<file path="config.mk">
export PLATFORM = sky130hd
export DESIGN_NAME = npu_log_dumper
export DESIGN_NICKNAME = d
export VERILOG_FILES = /design/src/rtl/npu_log_dumper.sv
export SDC_FILE = /design/constraint.sdc
export NUM_CORES = 1
export LEC_CHECK = 0
export CAP_MARGIN = 20
export CORE_ASPECT_RATIO = 1.75
export CORE_MARGIN = 3
export CORE_UTILIZATION = 45
export DETAILED_ROUTE_END_ITERATION = 8
export PLACE_DENSITY = 0.82
export SLEW_MARGIN = 10
export SYNTH_ARGS = -nofsm -noshare
export SYNTH_HDL_FRONTEND = slang
export SYNTH_SLANG_ARGS = --single-unit
</file>
<file path="constraint.sdc">
create_clock -name clk -period 29.1 [get_ports clk]
set_clock_uncertainty 0.05 [all_clocks]
set_input_delay 5.82 -clock clk [delete_from_list [all_inputs] [get_ports clk]]
set_output_delay 5.82 -clock clk [all_outputs]
set_load 0.03 [all_outputs]
</file>
<file path="src/rtl/npu_log_dumper.sv">
// npu_log_dumper: reads the event count and then every live entry of the core
// or memory logger through a single-outstanding snoop port, and streams the
// result out as ADDR_WIDTH-bit words over a valid/ready handshake.
// Stream layout: count word, then per entry id, addr, flags, data (LSW first).

typedef enum logic [1:0] {
    SNOOP_CORE      = 2'd0,
    SNOOP_MEM       = 2'd1,
    GET_CORE_EVENTS = 2'd2,
    GET_MEM_EVENTS  = 2'd3
} log_snoop_req_t;

module npu_log_dumper #(
    parameter int DATA_WIDTH    = 512,
    parameter int ADDR_WIDTH    = 32,
    parameter int CORE_LOG_SIZE = 512,
    parameter int MEM_LOG_SIZE  = 512
) (
    input  logic                  clk,
    input  logic                  reset,
    input  logic                  start_i,
    input  logic                  select_mem_i,
    output logic                  busy_o,
    output logic                  done_o,
    output logic                  snoop_valid_o,
    output log_snoop_req_t        snoop_request_o,
    output logic [ADDR_WIDTH-1:0] snoop_addr_o,
    input  logic                  cl_valid_i,
    input  logic [ADDR_WIDTH-1:0] cl_req_addr_i,
    input  logic [DATA_WIDTH-1:0] cl_req_data_i,
    input  logic [ADDR_WIDTH-1:0] cl_req_id_i,
    input  logic                  cl_req_is_write_i,
    input  logic                  cl_req_is_read_i,
    output logic                  dump_valid_o,
    output logic [ADDR_WIDTH-1:0] dump_data_o,
    output logic                  dump_last_o,
    input  logic                  dump_ready_i
);

    localparam int DATA_WORDS      = DATA_WIDTH / ADDR_WIDTH;
    localparam int WORDS_PER_ENTRY = DATA_WORDS + 3;
    localparam int WORD_W          = $clog2(WORDS_PER_ENTRY + 1);
    localparam int LOG_MAX         = (CORE_LOG_SIZE > MEM_LOG_SIZE) ? CORE_LOG_SIZE : MEM_LOG_SIZE;
    localparam int K_W             = $clog2(LOG_MAX + 1);

    localparam logic [ADDR_WIDTH-1:0] CORE_SIZE_A = ADDR_WIDTH'(CORE_LOG_SIZE);
    localparam logic [ADDR_WIDTH-1:0] MEM_SIZE_A  = ADDR_WIDTH'(MEM_LOG_SIZE);
    localparam logic [WORD_W-1:0]     LAST_WORD   = WORD_W'(WORDS_PER_ENTRY - 1);

    // Parameter sanity: data must split into whole words, logs wrap by masking.
    generate
        if ((DATA_WIDTH % ADDR_WIDTH) != 0) begin : g_bad_width
            $error("npu_log_dumper: DATA_WIDTH must be a multiple of ADDR_WIDTH");
        end
        if (((CORE_LOG_SIZE & (CORE_LOG_SIZE - 1)) != 0) ||
            ((MEM_LOG_SIZE & (MEM_LOG_SIZE - 1)) != 0)) begin : g_bad_size
            $error("npu_log_dumper: log sizes must be powers of two");
        end
    endgenerate

    typedef enum logic [2:0] {
        ST_IDLE     = 3'd0,
        ST_REQ_CNT  = 3'd1,
        ST_WAIT_CNT = 3'd2,
        ST_SEND_CNT = 3'd3,
        ST_REQ_ENT  = 3'd4,
        ST_WAIT_ENT = 3'd5,
        ST_SEND_ENT = 3'd6,
        ST_DONE     = 3'd7
    } state_t;

    state_t                state_q, state_d;
    logic                  sel_mem_q, sel_mem_d;
    logic [ADDR_WIDTH-1:0] n_q, n_d;
    logic [ADDR_WIDTH-1:0] base_q, base_d;
    logic [K_W-1:0]        k_q, k_d;
    logic [WORD_W-1:0]     word_q, word_d;
    logic [ADDR_WIDTH-1:0] ent_id_q, ent_id_d;
    logic [ADDR_WIDTH-1:0] ent_addr_q, ent_addr_d;
    logic [DATA_WIDTH-1:0] ent_data_q, ent_data_d;
    logic                  ent_rd_q, ent_rd_d;
    logic                  ent_wr_q, ent_wr_d;
    logic                  busy_q, busy_d;
    logic                  done_q, done_d;
    logic                  snoop_valid_q, snoop_valid_d;
    log_snoop_req_t        snoop_request_q, snoop_request_d;
    logic [ADDR_WIDTH-1:0] snoop_addr_q, snoop_addr_d;
    logic                  dump_valid_q, dump_valid_d;
    logic [ADDR_WIDTH-1:0] dump_data_q, dump_data_d;
    logic                  dump_last_q, dump_last_d;

    logic                  xfer_s;
    logic [ADDR_WIDTH-1:0] size_s;
    logic                  cnt_over_s;
    logic [ADDR_WIDTH-1:0] cnt_n_s;
    logic [ADDR_WIDTH-1:0] cnt_base_s;
    logic [K_W-1:0]        k_next_s;
    logic                  more_s;
    logic [WORD_W-1:0]     word_inc_s;

    // Selects one stream word of a buffered entry: id, addr, flags, data LSW first.
    function automatic logic [ADDR_WIDTH-1:0] entry_word(
        input logic [WORD_W-1:0]     idx,
        input logic [ADDR_WIDTH-1:0] id,
        input logic [ADDR_WIDTH-1:0] addr,
        input logic [DATA_WIDTH-1:0] data,
        input logic                  rd,
        input logic                  wr
    );
        logic [ADDR_WIDTH-1:0] w;
        case (idx)
            WORD_W'(0): w = id;
            WORD_W'(1): w = addr;
            WORD_W'(2): w = {{(ADDR_WIDTH-2){1'b0}}, rd, wr};
            default:    w = data[(int'(idx) - 3) * ADDR_WIDTH +: ADDR_WIDTH];
        endcase
        return w;
    endfunction

    assign xfer_s     = dump_valid_q & dump_ready_i;
    assign size_s     = sel_mem_q ? MEM_SIZE_A : CORE_SIZE_A;
    assign cnt_over_s = (cl_req_id_i > size_s);
    assign cnt_n_s    = cnt_over_s ? size_s : cl_req_id_i;
    assign cnt_base_s = cnt_over_s ? (cl_req_id_i & (size_s - ADDR_WIDTH'(1))) : {ADDR_WIDTH{1'b0}};
    assign k_next_s   = k_q + K_W'(1);
    assign more_s     = (ADDR_WIDTH'(k_next_s) < n_q);
    assign word_inc_s = word_q + WORD_W'(1);

    // State and datapath registers; reset aborts any dump in flight.
    always_ff @(posedge clk or posedge reset) begin
        if (reset) begin
            state_q         <= ST_IDLE;
            sel_mem_q       <= 1'b0;
            n_q             <= {ADDR_WIDTH{1'b0}};
            base_q          <= {ADDR_WIDTH{1'b0}};
            k_q             <= {K_W{1'b0}};
            word_q          <= {WORD_W{1'b0}};
            ent_id_q        <= {ADDR_WIDTH{1'b0}};
            ent_addr_q      <= {ADDR_WIDTH{1'b0}};
            ent_data_q      <= {DATA_WIDTH{1'b0}};
            ent_rd_q        <= 1'b0;
            ent_wr_q        <= 1'b0;
            busy_q          <= 1'b0;
            done_q          <= 1'b0;
            snoop_valid_q   <= 1'b0;
            snoop_request_q <= SNOOP_CORE;
            snoop_addr_q    <= {ADDR_WIDTH{1'b0}};
            dump_valid_q    <= 1'b0;
            dump_data_q     <= {ADDR_WIDTH{1'b0}};
            dump_last_q     <= 1'b0;
        end else begin
            state_q         <= state_d;
            sel_mem_q       <= sel_mem_d;
            n_q             <= n_d;
            base_q          <= base_d;
            k_q             <= k_d;
            word_q          <= word_d;
            ent_id_q        <= ent_id_d;
            ent_addr_q      <= ent_addr_d;
            ent_data_q      <= ent_data_d;
            ent_rd_q        <= ent_rd_d;
            ent_wr_q        <= ent_wr_d;
            busy_q          <= busy_d;
            done_q          <= done_d;
            snoop_valid_q   <= snoop_valid_d;
            snoop_request_q <= snoop_request_d;
            snoop_addr_q    <= snoop_addr_d;
            dump_valid_q    <= dump_valid_d;
            dump_data_q     <= dump_data_d;
            dump_last_q     <= dump_last_d;
        end
    end

    // Next-state logic: each request state lasts one cycle, send states wait on the consumer.
    always_comb begin
        state_d = state_q;
        case (state_q)
            ST_IDLE: begin
                if (start_i) state_d = ST_REQ_CNT;
                else         state_d = ST_IDLE;
            end
            ST_REQ_CNT: state_d = ST_WAIT_CNT;
            ST_WAIT_CNT: begin
                if (cl_valid_i) state_d = ST_SEND_CNT;
                else            state_d = ST_WAIT_CNT;
            end
            ST_SEND_CNT: begin
                if (xfer_s) begin
                    if (n_q == {ADDR_WIDTH{1'b0}}) state_d = ST_DONE;
                    else                           state_d = ST_REQ_ENT;
                end else begin
                    state_d = ST_SEND_CNT;
                end
            end
            ST_REQ_ENT: state_d = ST_WAIT_ENT;
            ST_WAIT_ENT: begin
                if (cl_valid_i) state_d = ST_SEND_ENT;
                else            state_d = ST_WAIT_ENT;
            end
            ST_SEND_ENT: begin
                if (xfer_s && (word_q == LAST_WORD)) begin
                    if (more_s) state_d = ST_REQ_ENT;
                    else        state_d = ST_DONE;
                end else begin
                    state_d = ST_SEND_ENT;
                end
            end
            ST_DONE: state_d = ST_IDLE;
            default: state_d = ST_IDLE;
        endcase
    end

    // Output and datapath updates; outputs are computed for the state being entered
    // so the registered copies line up with the state register.
    always_comb begin
        sel_mem_d       = sel_mem_q;
        n_d             = n_q;
        base_d          = base_q;
        k_d             = k_q;
        word_d          = word_q;
        ent_id_d        = ent_id_q;
        ent_addr_d      = ent_addr_q;
        ent_data_d      = ent_data_q;
        ent_rd_d        = ent_rd_q;
        ent_wr_d        = ent_wr_q;
        snoop_request_d = snoop_request_q;
        snoop_addr_d    = snoop_addr_q;
        dump_data_d     = dump_data_q;
        dump_last_d     = dump_last_q;

        case (state_q)
            ST_IDLE: begin
                if (start_i) sel_mem_d = select_mem_i;
                else         sel_mem_d = sel_mem_q;
            end
            ST_WAIT_CNT: begin
                if (cl_valid_i) begin
                    n_d         = cnt_n_s;
                    base_d      = cnt_base_s;
                    dump_data_d = cnt_n_s;
                    dump_last_d = (cnt_n_s == {ADDR_WIDTH{1'b0}});
                end else begin
                    n_d = n_q;
                end
            end
            ST_SEND_CNT: begin
                if (xfer_s) k_d = {K_W{1'b0}};
                else        k_d = k_q;
            end
            ST_WAIT_ENT: begin
                if (cl_valid_i) begin
                    ent_id_d    = cl_req_id_i;
                    ent_addr_d  = cl_req_addr_i;
                    ent_data_d  = cl_req_data_i;
                    ent_rd_d    = cl_req_is_read_i;
                    ent_wr_d    = cl_req_is_write_i;
                    word_d      = {WORD_W{1'b0}};
                    dump_data_d = cl_req_id_i;
                    dump_last_d = 1'b0;
                end else begin
                    word_d = word_q;
                end
            end
            ST_SEND_ENT: begin
                if (xfer_s) begin
                    if (word_q == LAST_WORD) begin
                        word_d = {WORD_W{1'b0}};
                        k_d    = k_next_s;
                    end else begin
                        word_d      = word_inc_s;
                        dump_data_d = entry_word(word_inc_s, ent_id_q, ent_addr_q,
                                                 ent_data_q, ent_rd_q, ent_wr_q);
                        dump_last_d = (word_inc_s == LAST_WORD) && !more_s;
                    end
                end else begin
                    word_d = word_q;
                end
            end
            default: begin
                word_d = word_q;
            end
        endcase

        // A request state is only ever entered, never held, so this fires once per request.
        if (state_d == ST_REQ_CNT) begin
            snoop_request_d = sel_mem_d ? GET_MEM_EVENTS : GET_CORE_EVENTS;
        end else if (state_d == ST_REQ_ENT) begin
            snoop_request_d = sel_mem_q ? SNOOP_MEM : SNOOP_CORE;
            snoop_addr_d    = (base_d + ADDR_WIDTH'(k_d)) & (size_s - ADDR_WIDTH'(1));
        end else begin
            snoop_request_d = snoop_request_q;
        end

        snoop_valid_d = (state_d == ST_REQ_CNT) || (state_d == ST_REQ_ENT);
        dump_valid_d  = (state_d == ST_SEND_CNT) || (state_d == ST_SEND_ENT);
        busy_d        = (state_d != ST_IDLE);
        done_d        = (state_d == ST_DONE);
    end

    assign busy_o          = busy_q;
    assign done_o          = done_q;
    assign snoop_valid_o   = snoop_valid_q;
    assign snoop_request_o = snoop_request_q;
    assign snoop_addr_o    = snoop_addr_q;
    assign dump_valid_o    = dump_valid_q;
    assign dump_data_o     = dump_data_q;
    assign dump_last_o     = dump_last_q;

endmodule
</file>
# Word-level counts from Yosys, hierarchy flattened
# Index checks and enable logic that the tools add are counted.
# classes
n_addsub,4
magnitude_cmp,2
n_eq_ne,20
n_shift,1
muxes,37
n_bitwise,2
reduce_logical,18
# op_table
op,n
$shiftx 512x11->32,1
$mux 32,7
$pmux 32 s3,2
$logic_not 32->1,2
$gt 32x10->1 const B,1
$lt 10x32->1,1
$mux 10,3
$pmux 3 s8,1
$eq 3x3->1 const B,7
$pmux 10 s2,1
$mux 5,3
$add 10x1->10 const B,1
$eq 5x5->1 const B,2
$mux 1,10
$mux 2,5
$pmux 5 s2,1
$add 9x9->9,1
$eq 3x2->1 const B,3
$mux 9,1
$ne 2x2->1 const B,4
$eq 3x1->1 const B,2
$mux 3,2
$reduce_and 2->1,3
$reduce_bool 3->1,2
15 further kinds,18
# word_totals
regBits,709
in_bits,584
out_inout_bits,71
word_cells,103

# Logic depth before layout (Yosys ltp)
# Gate-level depths: netlist of the first run.
# logic_depth
depth_word,8
depth_mapped,18
ltp_nobuf,15

# Worst setup path after synthesis of the first run
# Ideal clock, no wire load.
# synth_timing
path_type,in2reg
start,in cl_req_id_i[30]
end,"reg snoop_addr_q[8], in the netlist snoop_addr_o[8]"
setup_time_ps,132
arrival_time_ps,9032
t_required_ps,28918
path_slack_ps,19886
cell_stages,13
path_buffers,0
cell_sequence,or4_1 > nor3_1 > nand2_1 > o21a_1 > a22o_1 > ha_1 > fa_1 > a21o_1 > a21oi_1 > o21ai_0 > o41a_1 > o2111ai_1 > or3b_1
# synth_between
elab_chain_len,5
# synth_rtl
element,line,text
start: declaration,31,"input logic [ADDR_WIDTH-1:0] cl_req_id_i,"
$gt 32x10->1,122,assign cnt_over_s = (cl_req_id_i > size_s);
$mux 9,124,assign cnt_base_s = cnt_over_s ? (cl_req_id_i & (size_s - ADDR_WIDTH'(1))) : {ADDR_WIDTH{1'b0}};
$mux 32,237,if (cl_valid_i) begin
$mux 32,231,case (state_q)
named net base_d[0],75,"logic [ADDR_WIDTH-1:0] base_q, base_d;"
$add 9x9->9,289,snoop_addr_d = (base_d + ADDR_WIDTH'(k_d)) & (size_s - ADDR_WIDTH'(1));
end signal: assignment,147,snoop_addr_q <= {ADDR_WIDTH{1'b0}};
end signal: assignment,167,snoop_addr_q <= snoop_addr_d;
end: declaration,87,"logic [ADDR_WIDTH-1:0] snoop_addr_q, snoop_addr_d;"
# The timed path passes the listed nets, and every way through them passes these cells.
# A chain may end at the register's enable or synchronous reset.

# Final worst setup path of the first run
# Same ends and word-level chain as after synthesis.

==> flow_summary_export.csv, run 1 <==
group,metric,value,unit
outcome,status,"finished clean",
global_routing,grt_pass1_wl,167000,um
placement,placed_cells,4869,
min_path,min_path_cells,2,
timing,setup_ws,19.01,ns
global_routing,grt_pass1_vias,28000,
cells_and_area,fin_nets,4639,
setup_path,r2r_end,"snoop_addr_o[8]",
timing,tightest_slew,1.10,ns
global_routing,antenna_found_initial,40,
cells_and_area,area_growth,29.3,%
yosys,syn_inst,3493,
cells_and_area,finalNonFillerCells,5018,
yosys,ys_ff_latch,686,
power,pwr_density_cell,92.5,nW/um^2
drt,drt_iter0_drc,2782,
power,p_leak,20.4,nW
global_routing,groute.usage.overall,29.3,%
power,ir_drop,0.0000606,V
drt,routed-via-count,27600,
timing,period_needed,10.09,ns
clocking,cts_hold_buf,0,
clocking,cts.clk_slew.worst_paths,0.06,ns
clocking,cts_max_level,3,
clocking,cts_resized,0,
setup_path,critical_path_arrival,10.53,ns
yosys,synth_cell_types,77,
drt,ant_nets,0,
placement,pre_cts_ws,18.35,ns
drt,routed_wirelength,111000,um
clocking,clk_latency,0.62,ns
yosys,syn_area,31900,um^2
yosys,yosys_warnings,0,
placement,port_buffers,631,
floorplanning,dieWidth,207,um
floorplanning,core_area,69800,um^2
setup_path,cp-endpoint,"snoop_addr_o[8]",
setup_path,reg2reg_slack,23.90,ns
setup_path,cp-start-kind,"primary input",
timing,finalHoldViolCount,0,
placement,dp_hpwl,79000,um
floorplanning,io_pins,655,
floorplanning,fp-row-count,128,
yosys,synth_ff_type,"dfrtp_1",
cells_and_area,fin_area,41200,um^2
job,drv_cap,0,
floorplanning,initial_core_util,45.6,%
drt,wl_per_cell,22.0,um
yosys,synth_edf_count,0,
yosys,ys_seq_area_share,53.9,%
power,finalPower,0.00381,W
drt,first_pass_iters,6,
timing,period_share,34.7,%
clocking,cts.sinks,686,
yosys,avgSynthCellArea,9.12,um^2
clocking,cts_tree,"yes",
placement,globalplace.congestion,0.894,
min_path,min_path_type,"reg2reg",
cells_and_area,layout-drive-gt1-share,7.64,%
setup_path,timing.rr.start,"word_q[0]",
setup_path,critPathKind,"in2reg",
clocking,cts_setup_buffers,0,
timing,max_slew_margin,26.6,%
timing,fmax,99.1,MHz
setup_path,worstSetupEndpointType,"flop",
clocking,cts_inserted_buffers,67,
clocking,max-clock-path-buffers,3,
timing,grt_setup_unrepaired,"false",
timing,fin_setup_tns,0,ns
drt,viasPerCell,5.49,
floorplanning,die_h,358,um
drt,drcViolationCount,0,
timing,setup_viol,0,
setup_path,cp.required,29.54,ns
timing,slew_viol_final,0,
setup_path,ff2ff_path_depth,15,
setup_path,crit_start,"cl_req_id_i[30]",
yosys,async_reset_ff_share,100,%
floorplanning,dieArea,74200,um^2
setup_path,crit_fanout,8,
global_routing,grt_max_degree,121,
placement,place_area,38800,um^2
clocking,cts-root-buf,"clkbuf_16",
global_routing,grt_overflow,0,
==> placed cells by master, fill, tap and decap left out, types with 24 or more instances in the layout <==
| cell | Yosys | routed |
|---|---|---|
| nor2_1 | 40 | 39 |
| a22o_1 | 38 | 38 |
| dfrtp_1 | 686 | 685 |
| o21ai_0 | 53 | 53 |
| clkdlybuf4s50_1 | 0 | 631 |
| mux2i_1 | 34 | 34 |
| o211ai_1 | 26 | 26 |
| a22oi_1 | 34 | 34 |
| and2_1 | 24 | 24 |
| mux4_2 | 105 | 105 |
| clkbuf_16 | 0 | 69 |
| diode_2 | 0 | 25 |
| nand3_1 | 56 | 55 |
| nand2_1 | 1883 | 1883 |
| buf_4 | 27 | 46 |
==> metrics by stage <==
| step | hold WS, ns | util [%] |
|---|---|---|
| 2_1_floorplan | 0.390 | - |
| 3_3_place_gp | 0.401 | 55.5 |
| 3_5_place_dp | 0.407 | 55.5 |
| 4_1_cts | 0.422 | 58.8 |
| 5_1_grt | 0.439 | 59.0 |
| 6_report | 0.418 | 59.0 |
==> how the worst min path moves through the flow <==
stage | startpoint | end | slack (ns)
2_1_floorplan | ent_data_q[0] | ent_data_q[0] | 0.39
6_report | ent_data_q[406] | ent_data_q[406] | 0.42
4_1_cts | ent_data_q[405] | ent_data_q[405] | 0.42
5_1_grt | ent_data_q[313] | ent_data_q[313] | 0.44
3_5_place_dp | ent_data_q[396] | ent_data_q[396] | 0.41
3_3_place_gp | ent_data_q[167] | ent_data_q[167] | 0.40
==> cell type report <==
class / instances / area, um^2
fill: 5828 / 28600
sequential: 686 / 17200
multi-input combinational: 2574 / 13700
timing repair buffer: 683 / 6720
clock buffer: 90 / 1960
tap: 910 / 1140
clock inverter: 31 / 358
inverter: 19 / 81.3
antenna: 25 / 62.6
==> power by group <==
group / total, W / internal, W / switching (W)
sequential: 0.00159 / 0.00135 / 0.000245
combinational: 0.00129 / 0.000555 / 0.000739
clock: 0.000925 / 0.000530 / 0.000395
==> cell usage after synthesis (14+ instances only) <==
| cell | number | share of area (%) |
|---|---|---|
| nand2_1 | 1883 | 22 |
| dfrtp_1 | 686 | 54 |
| clkbuf_1 | 147 | 1.7 |
| mux4_2 | 105 | 7.4 |
| nand3_1 | 56 | 0.88 |
| o21ai_0 | 53 | 0.83 |
| buf_2 | 45 | 0.71 |
| nor2_1 | 40 | 0.47 |
| a22o_1 | 38 | 1.0 |
| a22oi_1 | 34 | 0.80 |
| mux2i_1 | 34 | 1.1 |
| buf_4 | 27 | 0.64 |
| o211ai_1 | 26 | 0.61 |
| and2_1 | 24 | 0.47 |
| ha_1 | 23 | 0.90 |
| a2111oi_0 | 22 | 0.60 |
| a21oi_1 | 20 | 0.31 |
| inv_1 | 19 | 0.22 |
| mux2_2 | 18 | 0.64 |
| buf_1 | 16 | 0.19 |
| nand4_1 | 15 | 0.29 |
| nor4_1 | 15 | 0.29 |
| xnor2_1 | 14 | 0.38 |
==> state kept, by name (all words and copies together), names as in the netlist <==
name	flops
base_q	9
dump_last_o	1
ent_addr_q	32
state_q	3
ent_data_q	512
n_q	32
k_q	10
done_o	1
ent_wr_q	1
snoop_addr_o	9
snoop_request_o	2
busy_o	1
snoop_valid_o	1
word_q	5
ent_id_q	32
dump_data_o	32
ent_rd_q	1
sel_mem_q	1
dump_valid_o	1
==> routing by layer <==
layer	share of wire (%)	vias up	global-route usage [%]
li1	-	12500	-
met1	38	13400	36.4
met2	48	1365	46.9
met3	9.2	278	8.50
met4	5.0	18	15.1
met5	0.11	-	0
==> cells by family (layout without fill, tap and decap cells) <==
group / Yosys count / count (layout) / share of synthesized area [%]
flip-flops: 686 / 686 / 53.9
AO/OA/AOI/OAI: 268 / 268 / 6.16
XOR/XNOR: 21 / 21 / 0.695
adder cells (fa/ha/maj): 24 / 24 / 0.966
buffers and inverters: 255 / 823 / 3.52
other: 1 / 48 / 0.0118
multiplexers: 157 / 157 / 9.13
AND/OR/NAND/NOR: 2081 / 2081 / 25.6
==> worst max-delay path, cell delays in order <==
cell and delay (ns):
clkdlybuf4s50_1 0.45, or4_1 0.69, nor3_1 0.50, nand2_1 0.35, o21a_1 0.40, a22o_1 0.24
ha_1 0.22, fa_1 0.41, a21o_1 0.17, a21oi_1 0.21, o21ai_0 0.19, o41a_1 0.36
o2111ai_1 0.11, or3b_1 0.36
No activity file was read; power rests on OpenSTA's default activity.
==> inputs of run 2 (changes only) <==
- PLACE_DENSITY: 0.82 -> 0.84
- clock period: 29.1 -> 9.2 ns (I/O delays scaled with it)
==> run 2 against run 1 <==
Utilization fell by 0.081 points. Setup slack got worse by 16 ns. Die area unchanged. Non-clock buffer count decreased by 3. Count of clock-buffer cells in the layout shrank 2. Highest routed layer unchanged. Critical path type unchanged. Cell area is 0.14% lower. Hold slack improved by 0.0013 ns. Final cell count is 0.12% lower. Critical path depth is the same. Combinational power grew to 3.2 times the previous value. Routed wire length increased by 1.6%.
==> flow_summary_export.csv, run 2 (synthesis results as in run 1) <==
group,metric,value,unit
drt,drt_iter0_drc,2676,
timing,fmax,158,MHz
clocking,clk_latency,0.61,ns
clocking,max-clock-path-buffers,3,
clocking,cts_setup_buffers,0,
setup_path,timing.rr.start,"word_q[0]",
placement,dp_hpwl,80800,um
global_routing,grt_overflow,0,
placement,globalplace.congestion,0.905,
drt,top_layer,"met5",
timing,period_needed,6.33,ns
timing,period_share,68.9,%
cells_and_area,final_cell_mix,"1883 x nand2_1, 685 x dfrtp_1, 631 x clkdlybuf4s50_1",
setup_path,cp_slowest_cell,"nor4_1",
setup_path,r2r_end,"dump_data_o[19]",
cells_and_area,top_register,"ent_data_q",
setup_path,worstSetupEndpointType,"flop",
floorplanning,dieWidth,207,um
clocking,cts_tree,"yes",
drt,routed-via-count,27800,
drt,wl_met1,42300,um
setup_path,ff2ff_path_depth,7,
setup_path,reg2reg_slack,4.24,ns
clocking,cts_hold_buf,0,
floorplanning,dieArea,74200,um^2
setup_path,critPathKind,"in2reg",
drt,first_pass_iters,6,
placement,placed_cells,4868,
power,pwr_density_cell,291,nW/um^2
global_routing,grt_max_degree,206,
clocking,cts.clk_slew.worst_paths,0.06,ns
drt,drcViolationCount,0,
clocking,cts_resized,0,
drt,wl_met3,9230,um
timing,fin_setup_tns,0,ns
drt,routed_wirelength,112000,um
floorplanning,initial_core_util,45.6,%
cells_and_area,layout-drive-gt1-share,7.38,%
placement,port_buffers,631,
floorplanning,core_area,69800,um^2
drt,ant_nets,0,
timing,slew_viol_final,0,
setup_path,crit_start,"cl_req_id_i[15]",
power,p_leak,20.3,nW
cells_and_area,fin_util,58.9,%
setup_path,critical_path_arrival,6.83,ns
global_routing,antenna_found_initial,34,
clocking,cts.sinks,686,
global_routing,grt_pass1_wl,170000,um
global_routing,grt_pass1_vias,28100,
cells_and_area,area_growth,29.1,%
min_path,whs_endpoint,"ent_data_q[244]",
drt,wl_per_cell,22.4,um
cells_and_area,fin_nets,4635,
floorplanning,die_h,358,um
cells_and_area,largest_register_ffs,512,
timing,tightest_slew,1.03,ns
cells_and_area,final_common_cell,"nand2_1",
setup_path,crit_fanout,8,
min_path,min_path_type,"reg2reg",
setup_path,cp-start-kind,"primary input",
setup_path,cp.required,9.69,ns
setup_path,max_stage_delay,0.86,ns
power,ir_drop,0.000175,V
timing,grt_setup_unrepaired,"false",
min_path,min_path_cells,2,
timing,setup_viol,0,
outcome,status,"finished clean",
clocking,cts_inserted_buffers,66,
cells_and_area,finalNonFillerCells,5012,
timing,max_slew_margin,31.3,%
drt,wl_met2,54000,um
global_routing,groute.usage.overall,29.9,%
timing,finalHoldViolCount,0,
setup_path,worstPathCellList,"clkdlybuf4s50_1 > nor4_1 > and4_1 > nand2_1 > o21a_1 > a22o_1 > ha_1 > fa_1 > a21o_1 > a21oi_1 > o21ai_0 > o41a_1 > a2111oi_0 > or3b_1",
min_path,min-delay-start,"ent_data_q[244]",
floorplanning,fp-row-count,128,
floorplanning,io_pins,655,
job,drv_cap,0,
clocking,cts-root-buf,"clkbuf_16",
clocking,cts_max_level,3,
drt,viasPerCell,5.54,
-- run 2: how the worst max path moves through the flow --
stage | end | depth (start not counted)
floorplan | base_q[0] | 1
global placement | snoop_addr_o[8] | 14
detailed placement | snoop_addr_o[8] | 14
CTS | snoop_addr_o[8] | 14
global route | snoop_addr_o[8] | 14
finish | snoop_addr_o[8] | 14
-- run 2: worst max-delay path: cells and delay by family --
kind / cells / cell delay (ns)
buffers and inverters: 1 / 0.67
AO/OA/AOI/OAI: 7 / 2.02
adder cells (fa/ha/maj): 2 / 0.65
AND/OR/NAND/NOR: 4 / 1.62
-- run 2: power breakdown --
group | total, W | switching [W] | internal, W
Sequential | 0.00505 | 0.000787 | 0.00427
Combinational | 0.00412 | 0.00236 | 0.00177
Clock | 0.00280 | 0.00123 | 0.00157
Total | 0.0120 | 0.00438 | 0.00760
-- run 2: metrics by stage --
stage	power, W	hold WS, ns	setup slack, ns	instance area (um^2)
3_3_place_gp	0.00898	0.402	2.30	38900
3_5_place_dp	0.00916	0.407	2.32	38900
4_1_cts	0.0120	0.422	2.95	41000
2_1_floorplan	0.00750	0.390	-2.08	31900
6_report	0.0120	0.419	2.87	41100
5_1_grt	0.0127	0.438	2.55	41100
-- run 2: final cells by class --
type	count	area (um^2)
diodes	26	65.1
fillers	5764	28700
well taps	910	1140
repair buffers	680	6790
multi-input cells	2574	13700
flip-flops and latches	686	17200
clock buffers	88	1850
clock inverters	29	330
inverters	19	77.6
-- run 2: metal layers --
layer  up-vias  track usage, %
li1      12500               -
met1     13500            37.0
met2      1399            48.4
met3       307            6.98
met4        12            17.0
met5         -               0
